`src/rtl/fetch_pc_unit_pkg.sv`:
```
// Shared fetch-stage constants and the fetch FSM state encoding.
package fetch_pc_unit_pkg;
    localparam int CORE_IM_ADDR_BIT = 8;
    localparam int FETCH_ST_BIT     = 2;

    typedef enum logic [FETCH_ST_BIT-1:0] {
        FETCH_ST_RUN    = 2'd0,
        FETCH_ST_HOLD   = 2'd1,
        FETCH_ST_HALTED = 2'd2
    } fetch_st_e;
endpackage

```
`src/rtl/fetch_pc_unit_if.sv`:
```
// Instruction-memory read bus: fetch unit is master, synchronous 1-cycle-latency memory is slave.
interface fetch_pc_unit_if #(parameter int AW = fetch_pc_unit_pkg::CORE_IM_ADDR_BIT);
    logic          imem_rd_en;
    logic [AW-1:0] imem_addr;
    logic [31:0]   imem_rdata;

    modport master (output imem_rd_en, output imem_addr, input imem_rdata);
    modport slave  (input imem_rd_en, input imem_addr, output imem_rdata);
endinterface

```
`src/rtl/fetch_hold_buf.sv`:
```
// One-entry instruction hold register; shows the held word while valid, else the live memory data.
module fetch_hold_buf (
    input  logic        clk,
    input  logic        rst_n,
    input  logic        capture,
    input  logic        rls,
    input  logic        clear,
    input  logic [31:0] din,
    output logic        hold_valid,
    output logic [31:0] dout
);
    logic [31:0] hold_inst;

    always_ff @(posedge clk or negedge rst_n) begin
        if (!rst_n) begin
            hold_valid <= 1'b0;
            hold_inst  <= '0;
        end else if (clear || rls) begin
            hold_valid <= 1'b0;
        end else if (capture) begin
            hold_valid <= 1'b1;
            hold_inst  <= din;
        end
    end

    assign dout = hold_valid ? hold_inst : din;
endmodule

```
`src/rtl/fetch_pc_unit.sv`:
```
// Instruction-fetch stage: PC, IM read issue, stall hold buffer, redirect and halt.
// Define FETCH_PERF_CNT_EN to build the fetch/stall/redirect performance counters.
module fetch_pc_unit
    import fetch_pc_unit_pkg::*;
#(
    parameter int IM_ADDR_BIT = CORE_IM_ADDR_BIT,
    parameter int RESET_PC    = 0,
    parameter int PC_STEP     = 1
) (
    input  logic                   clk,
    input  logic                   rst_n,
    input  logic                   en,
    input  logic                   stall,
    input  logic                   redirect,
    input  logic [IM_ADDR_BIT-1:0] redirect_pc,
    input  logic                   halt,
    fetch_pc_unit_if.master        imem,
    output logic [IM_ADDR_BIT-1:0] pc,
    output logic [IM_ADDR_BIT-1:0] pc_4,
    output logic [31:0]            inst,
    output logic                   inst_valid,
    output logic                   if_id_clr,
    output logic                   halted,
    output logic [31:0]            perf_fetch,
    output logic [31:0]            perf_stall,
    output logic [31:0]            perf_redir
);
    localparam logic [IM_ADDR_BIT-1:0] STEP  = IM_ADDR_BIT'(PC_STEP);
    localparam logic [IM_ADDR_BIT-1:0] PC_RST = IM_ADDR_BIT'(RESET_PC);

    fetch_st_e              state_q, state_d;
    logic [IM_ADDR_BIT-1:0] f_pc, resp_pc;
    logic                   resp_valid, hold_valid;
    logic                   run_ok, redir_acc, advance, capture;
    logic [31:0]            buf_inst;

    // Priority: halt > !en (freeze) > redirect > stall > advance.
    assign run_ok    = (state_q != FETCH_ST_HALTED);
    assign redir_acc = run_ok && !halt && en && redirect;
    assign advance   = rst_n && run_ok && !halt && en && !redirect && !stall;
    assign capture   = run_ok && !halt && !redir_acc && (stall || !en)
                       && resp_valid && (state_q == FETCH_ST_RUN);

    always_ff @(posedge clk or negedge rst_n) begin
        if (!rst_n) state_q <= FETCH_ST_RUN;
        else        state_q <= state_d;
    end

    always_comb begin
        state_d = state_q;
        if (halt)                          state_d = FETCH_ST_HALTED;
        else if (state_q == FETCH_ST_HALTED) state_d = FETCH_ST_HALTED;
        else if (redir_acc || advance)     state_d = FETCH_ST_RUN;
        else if (capture)                  state_d = FETCH_ST_HOLD;
    end

    always_ff @(posedge clk or negedge rst_n) begin
        if (!rst_n) begin
            f_pc       <= PC_RST;
            resp_pc    <= '0;
            resp_valid <= 1'b0;
        end else if (halt) begin
            resp_valid <= 1'b0;
        end else if (redir_acc) begin
            f_pc       <= redirect_pc;
            resp_valid <= 1'b0;
        end else if (advance) begin
            f_pc       <= f_pc + STEP;
            resp_pc    <= f_pc;
            resp_valid <= 1'b1;
        end
    end

    fetch_hold_buf u_hold (
        .clk        (clk),
        .rst_n      (rst_n),
        .capture    (capture),
        .rls        (advance),
        .clear      (halt || redir_acc),
        .din        (imem.imem_rdata),
        .hold_valid (hold_valid),
        .dout       (buf_inst)
    );

    assign imem.imem_rd_en = advance;
    assign imem.imem_addr  = f_pc;

    // Outputs read as zero whenever nothing meaningful is presented.
    assign inst_valid = resp_valid;
    assign pc         = resp_valid ? resp_pc : '0;
    assign pc_4       = resp_valid ? resp_pc + STEP : '0;
    assign inst       = resp_valid ? buf_inst : '0;
    assign if_id_clr  = !(rst_n && (halt || redir_acc));
    assign halted     = !run_ok;

`ifdef FETCH_PERF_CNT_EN
    always_ff @(posedge clk or negedge rst_n) begin
        if (!rst_n) begin
            perf_fetch <= '0;
            perf_stall <= '0;
            perf_redir <= '0;
        end else if (run_ok) begin
            if (advance)      perf_fetch <= perf_fetch + 32'd1;
            if (en && stall)  perf_stall <= perf_stall + 32'd1;
            if (redir_acc)    perf_redir <= perf_redir + 32'd1;
        end
    end
`else
    assign perf_fetch = '0;
    assign perf_stall = '0;
    assign perf_redir = '0;
`endif

    // hold_valid mirrors the HOLD state; kept visible for the mux inside the buffer.
    logic unused_ok;
    assign unused_ok = hold_valid;
endmodule

```
`src/flat_wrapper.sv`:
```
// flat-port wrapper written by rule: the top's interface ports become plain ports
module fetch_pc_unit_flat import fetch_pc_unit_pkg::*;
#(
    parameter int IM_ADDR_BIT = CORE_IM_ADDR_BIT,
    parameter int RESET_PC    = 0,
    parameter int PC_STEP     = 1
)
  (clk, rst_n, en, stall, redirect, redirect_pc, halt, pc, pc_4, inst, inst_valid, if_id_clr, halted, perf_fetch, perf_stall, perf_redir, imem_imem_rd_en, imem_imem_addr, imem_imem_rdata);
  fetch_pc_unit_if #(.AW((8))) imem_i ();
  input  logic clk;
  input  logic rst_n;
  input  logic en;
  input  logic stall;
  input  logic redirect;
  input  logic [IM_ADDR_BIT-1:0] redirect_pc;
  input  logic halt;
  output logic [IM_ADDR_BIT-1:0] pc;
  output logic [IM_ADDR_BIT-1:0] pc_4;
  output logic [31:0] inst;
  output logic inst_valid;
  output logic if_id_clr;
  output logic halted;
  output logic [31:0] perf_fetch;
  output logic [31:0] perf_stall;
  output logic [31:0] perf_redir;
  output wire logic [$bits(imem_i.imem_rd_en)-1:0] imem_imem_rd_en;
  output wire logic [$bits(imem_i.imem_addr)-1:0] imem_imem_addr;
  input wire logic [$bits(imem_i.imem_rdata)-1:0] imem_imem_rdata;
  assign imem_imem_rd_en = imem_i.imem_rd_en;
  assign imem_imem_addr = imem_i.imem_addr;
  assign imem_i.imem_rdata = imem_imem_rdata;
  fetch_pc_unit #(.IM_ADDR_BIT(IM_ADDR_BIT), .RESET_PC(RESET_PC), .PC_STEP(PC_STEP)) u_core (.clk(clk), .rst_n(rst_n), .en(en), .stall(stall), .redirect(redirect), .redirect_pc(redirect_pc), .halt(halt), .imem(imem_i), .pc(pc), .pc_4(pc_4), .inst(inst), .inst_valid(inst_valid), .if_id_clr(if_id_clr), .halted(halted), .perf_fetch(perf_fetch), .perf_stall(perf_stall), .perf_redir(perf_redir));
endmodule
```
`config.mk`:
```
export PLATFORM = sky130hd
export DESIGN_NAME = fetch_pc_unit_flat
export DESIGN_NICKNAME = d
export VERILOG_FILES = /design/src/rtl/fetch_pc_unit_pkg.sv /design/src/rtl/fetch_pc_unit_if.sv /design/src/rtl/fetch_hold_buf.sv /design/src/rtl/fetch_pc_unit.sv /design/src/flat_wrapper.sv
export SDC_FILE = /design/constraint.sdc
export NUM_CORES = 1
export LEC_CHECK = 0
export CORE_MARGIN = 1.5
export CORE_UTILIZATION = 25
export DETAILED_ROUTE_END_ITERATION = 7
export PLACE_DENSITY = 0.54
export SYNTH_ARGS = -nofsm -noshare
export SYNTH_HDL_FRONTEND = slang
export SYNTH_SLANG_ARGS = --single-unit
```
`constraint.sdc`:
```
create_clock -name clk -period 4.2 [get_ports clk]
set_input_delay 0.84 -clock clk [delete_from_list [all_inputs] [get_ports clk]]
set_output_delay 0.84 -clock clk [all_outputs]
set_load 0.03 [all_outputs]
```
==> metrics.yaml <==
cap_viol_max_count: 0
coreArea_sq_um: 13900
rsz0062_at_grt: "no"
synth_cell_types: 35
crit_path_cell_trace: "clkdlybuf4s50_1 > and2b_2 > and3_1 > o21ai_0 > clkdlybuf4s50_1"
worstPathRequired_ns: 3.36
drtIter0Drc: 51
worstHoldPathType: "reg -> reg"
finalHoldViolCount: 0
worstMarginPinSlew_ns: 1.02
cp_slowest_stage_delay_ns: 0.69
grtUsageTotal: 0.106
drive_above_1_share: 0.119
start_util: 0.256
clkSinkCount: 52
nNetsFinal: 509
end_kind: "output port"
rr_startpoint: "u_core.inst_valid$_DFFE_PN0N_"
yosys_warnings: 0
numCtsBuffers: 5
swShare: 0.308
wl_mm: 7.97
p_clk_frac: 0.351
cts-root-buf: "clkbuf_16"
overflow: 0
vias: 2599
ys.flop_type: "dfrtp_1"
cp-start-kind: "primary input"
path_class: "in -> out"
final-max-slew-violation-count: 0
drt_pass1_iterations: 4
remaining_drc_errors: 0
ys_ff_latch: 52
cts_max_level: 2
syn_inst: 361
setup_viol: 0
place_congestion: 0.817
drtAntennaViolNets: 0
switching_power_mw: 0.356
postCtsHoldBufs: 0
fp-row-count: 43
io_pins: 202
startpoint: "halt"
synth_top_cell_by_area: "dfrtp_1"
p_leak_nw: 2.00
via_per_inst: 4.05
cp.arrival_ns: 2.84
grt_max_degree: 53
cts.clk_slew.worst_paths_ns: 0.07
critPathCapture: "if_id_clr"
rr_endpoint: "u_core.u_hold.hold_inst[9]$_DFFE_PN0P_"
cpMaxStageDelayCell: "clkdlybuf4s50_1"
final.setup.tns_ns: 0
final_common_cell: "clkdlybuf4s50_1"
power_frac_comb: 0.192
fin_crit_sh: 0.876
fin_skew_ns: 0.00633
grt_pass1_vias: 2543
avgSynthCellArea_sq_um: 9.84
place_ws_ns: 0.534
n_fill_cell: 1446
post_cts_buffers: 0
status: "completed"
ys_seq_area_frac: 0.366
postCtsResizedCells: 0
synth_area_sq_um: 3550
r2r.worst_path.cells: 5
num_antenna_cells: 0
cpMostUsedCell: "clkdlybuf4s50_1"
p_int_mw: 0.800
period_needed_ns: 3.68
io_buffers: 105
setup_slack_ns: 0.519
fmax_mhz: 272
area_delta_synth_final_pct: 28.2
rrSetupSlack_ns: 2.13
synth_top_area_frac: 0.366
cts_tree: "done"
seq_power_share: 0.457
ir_drop_v: 0.000162
synth_area_leaders: "dfrtp_1 (37%), buf_4 (20%), mux2_2 (11%)"
powerDensity_nw_per_um2: 254
grt_pass1_wl_mm: 12.6
chipWidth_um: 122
die_area_sq_um: 14900
path_max_fanout: 9
synth_edf_count: 0
max_slew_margin: 0.323
place_hpwl_mm: 5.76
antenna_found_initial: 0
detail_route.wl_per_cell_um: 12.4
synthArstFlopShare: 1.00
cts.path.max_buffers: 2
dieHeight_um: 122
post-route-util: 0.328
clock_latency_ns: 0.29
layout_common_cells: "clkdlybuf4s50_1 (104), conb_1 (96), dfrtp_1 (51)"
[per-stage QoR]
step           cell area (sq um)  hold WS, ns  cells  total power [mW]
2_1_floorplan               3910        0.458    456             0.751
6_report                    4560        0.489    642              1.16
3_3_place_gp                4410        0.468    634             0.758
5_1_grt                     4560        0.505    642              1.22
4_1_cts                     4560        0.490    642              1.18
3_5_place_dp                4410        0.475    634             0.760
[per-layer routing]
metal  GRT usage  part of all wire
met5           0                 0
met4      0.0233            0.0085
met3      0.0353             0.087
met2       0.190              0.50
met1       0.122              0.41
[cell usage after synthesis (2+ instances only)]
library cell	number
a31oi_1	5
and2_1	9
and3_1	3
buf_2	5
buf_4	96
buf_6	3
clkbuf_1	8
dfrtp_1	52
ha_1	2
inv_1	4
mux2_1	4
mux2_2	35
mux2i_1	32
nand2_1	7
nand3_1	12
nand4_1	3
nor2_1	49
o21ai_0	7
or3_1	4
xnor2_1	2
xor2_1	5
[area by class of cell]
type	instances	area, sq um	share of cell area
inverters	4	15.0	0.00330
clock inverters	2	16.3	0.00357
flip-flops and latches	52	1300	0.286
multi-input cells	288	1780	0.392
well taps	180	225	0.0494
clock buffers	6	129	0.0283
repair buffers	110	1080	0.238
[sequential cells by signal, indices dropped and copies added (netlist names)]
signal	flops
u_core.resp_pc	8
u_core.imem.imem_addr	8
u_core.u_hold.hold_inst	32
u_core.inst_valid	1
u_core.u_hold.hold_valid	1
u_core.state_q	2
[cells by family after synthesis]
family | share of synthesized area
other | 0.00106
buffers and inverters | 0.232
adder cells (fa/ha/maj) | 0.00704
multiplexers | 0.214
XOR/XNOR | 0.0173
flip-flops | 0.366
AND/OR/NAND/NOR | 0.129
AO/OA/AOI/OAI | 0.0342
[worst min-delay path by stage]
stage                     cells after the start  slack [ns]                               startpoint                                 endpoint
after floorplan                               1        0.46  u_core.u_hold.hold_inst[12]$_DFFE_PN0P_  u_core.u_hold.hold_inst[12]$_DFFE_PN0P_
after global placement                        1        0.47  u_core.u_hold.hold_inst[14]$_DFFE_PN0P_  u_core.u_hold.hold_inst[14]$_DFFE_PN0P_
after detailed placement                      1        0.47  u_core.u_hold.hold_inst[19]$_DFFE_PN0P_  u_core.u_hold.hold_inst[19]$_DFFE_PN0P_
after CTS                                     1        0.49  u_core.u_hold.hold_inst[19]$_DFFE_PN0P_  u_core.u_hold.hold_inst[19]$_DFFE_PN0P_
after global routing                          1        0.51  u_core.u_hold.hold_inst[20]$_DFFE_PN0P_  u_core.u_hold.hold_inst[20]$_DFFE_PN0P_
final                                         1        0.49  u_core.u_hold.hold_inst[19]$_DFFE_PN0P_  u_core.u_hold.hold_inst[19]$_DFFE_PN0P_
[critical path: cells and delay by family]
family / cells / cell delay, ns
AO/OA/AOI/OAI: 1 / 0.18
buffers and inverters: 2 / 1.26
AND/OR/NAND/NOR: 2 / 0.56
[power by group through the flow]
| stage | clock network (mW) | registers, mW | logic [mW] |
|---|---|---|---|
| after floorplan | 0 | 0.544 | 0.208 |
| final | 0.406 | 0.528 | 0.223 |
| after global routing | 0.452 | 0.530 | 0.242 |
| after detailed placement | 0 | 0.537 | 0.223 |
| after global placement | 0 | 0.537 | 0.221 |
| after CTS | 0.429 | 0.527 | 0.223 |
(Power assumes the default switching activity.)
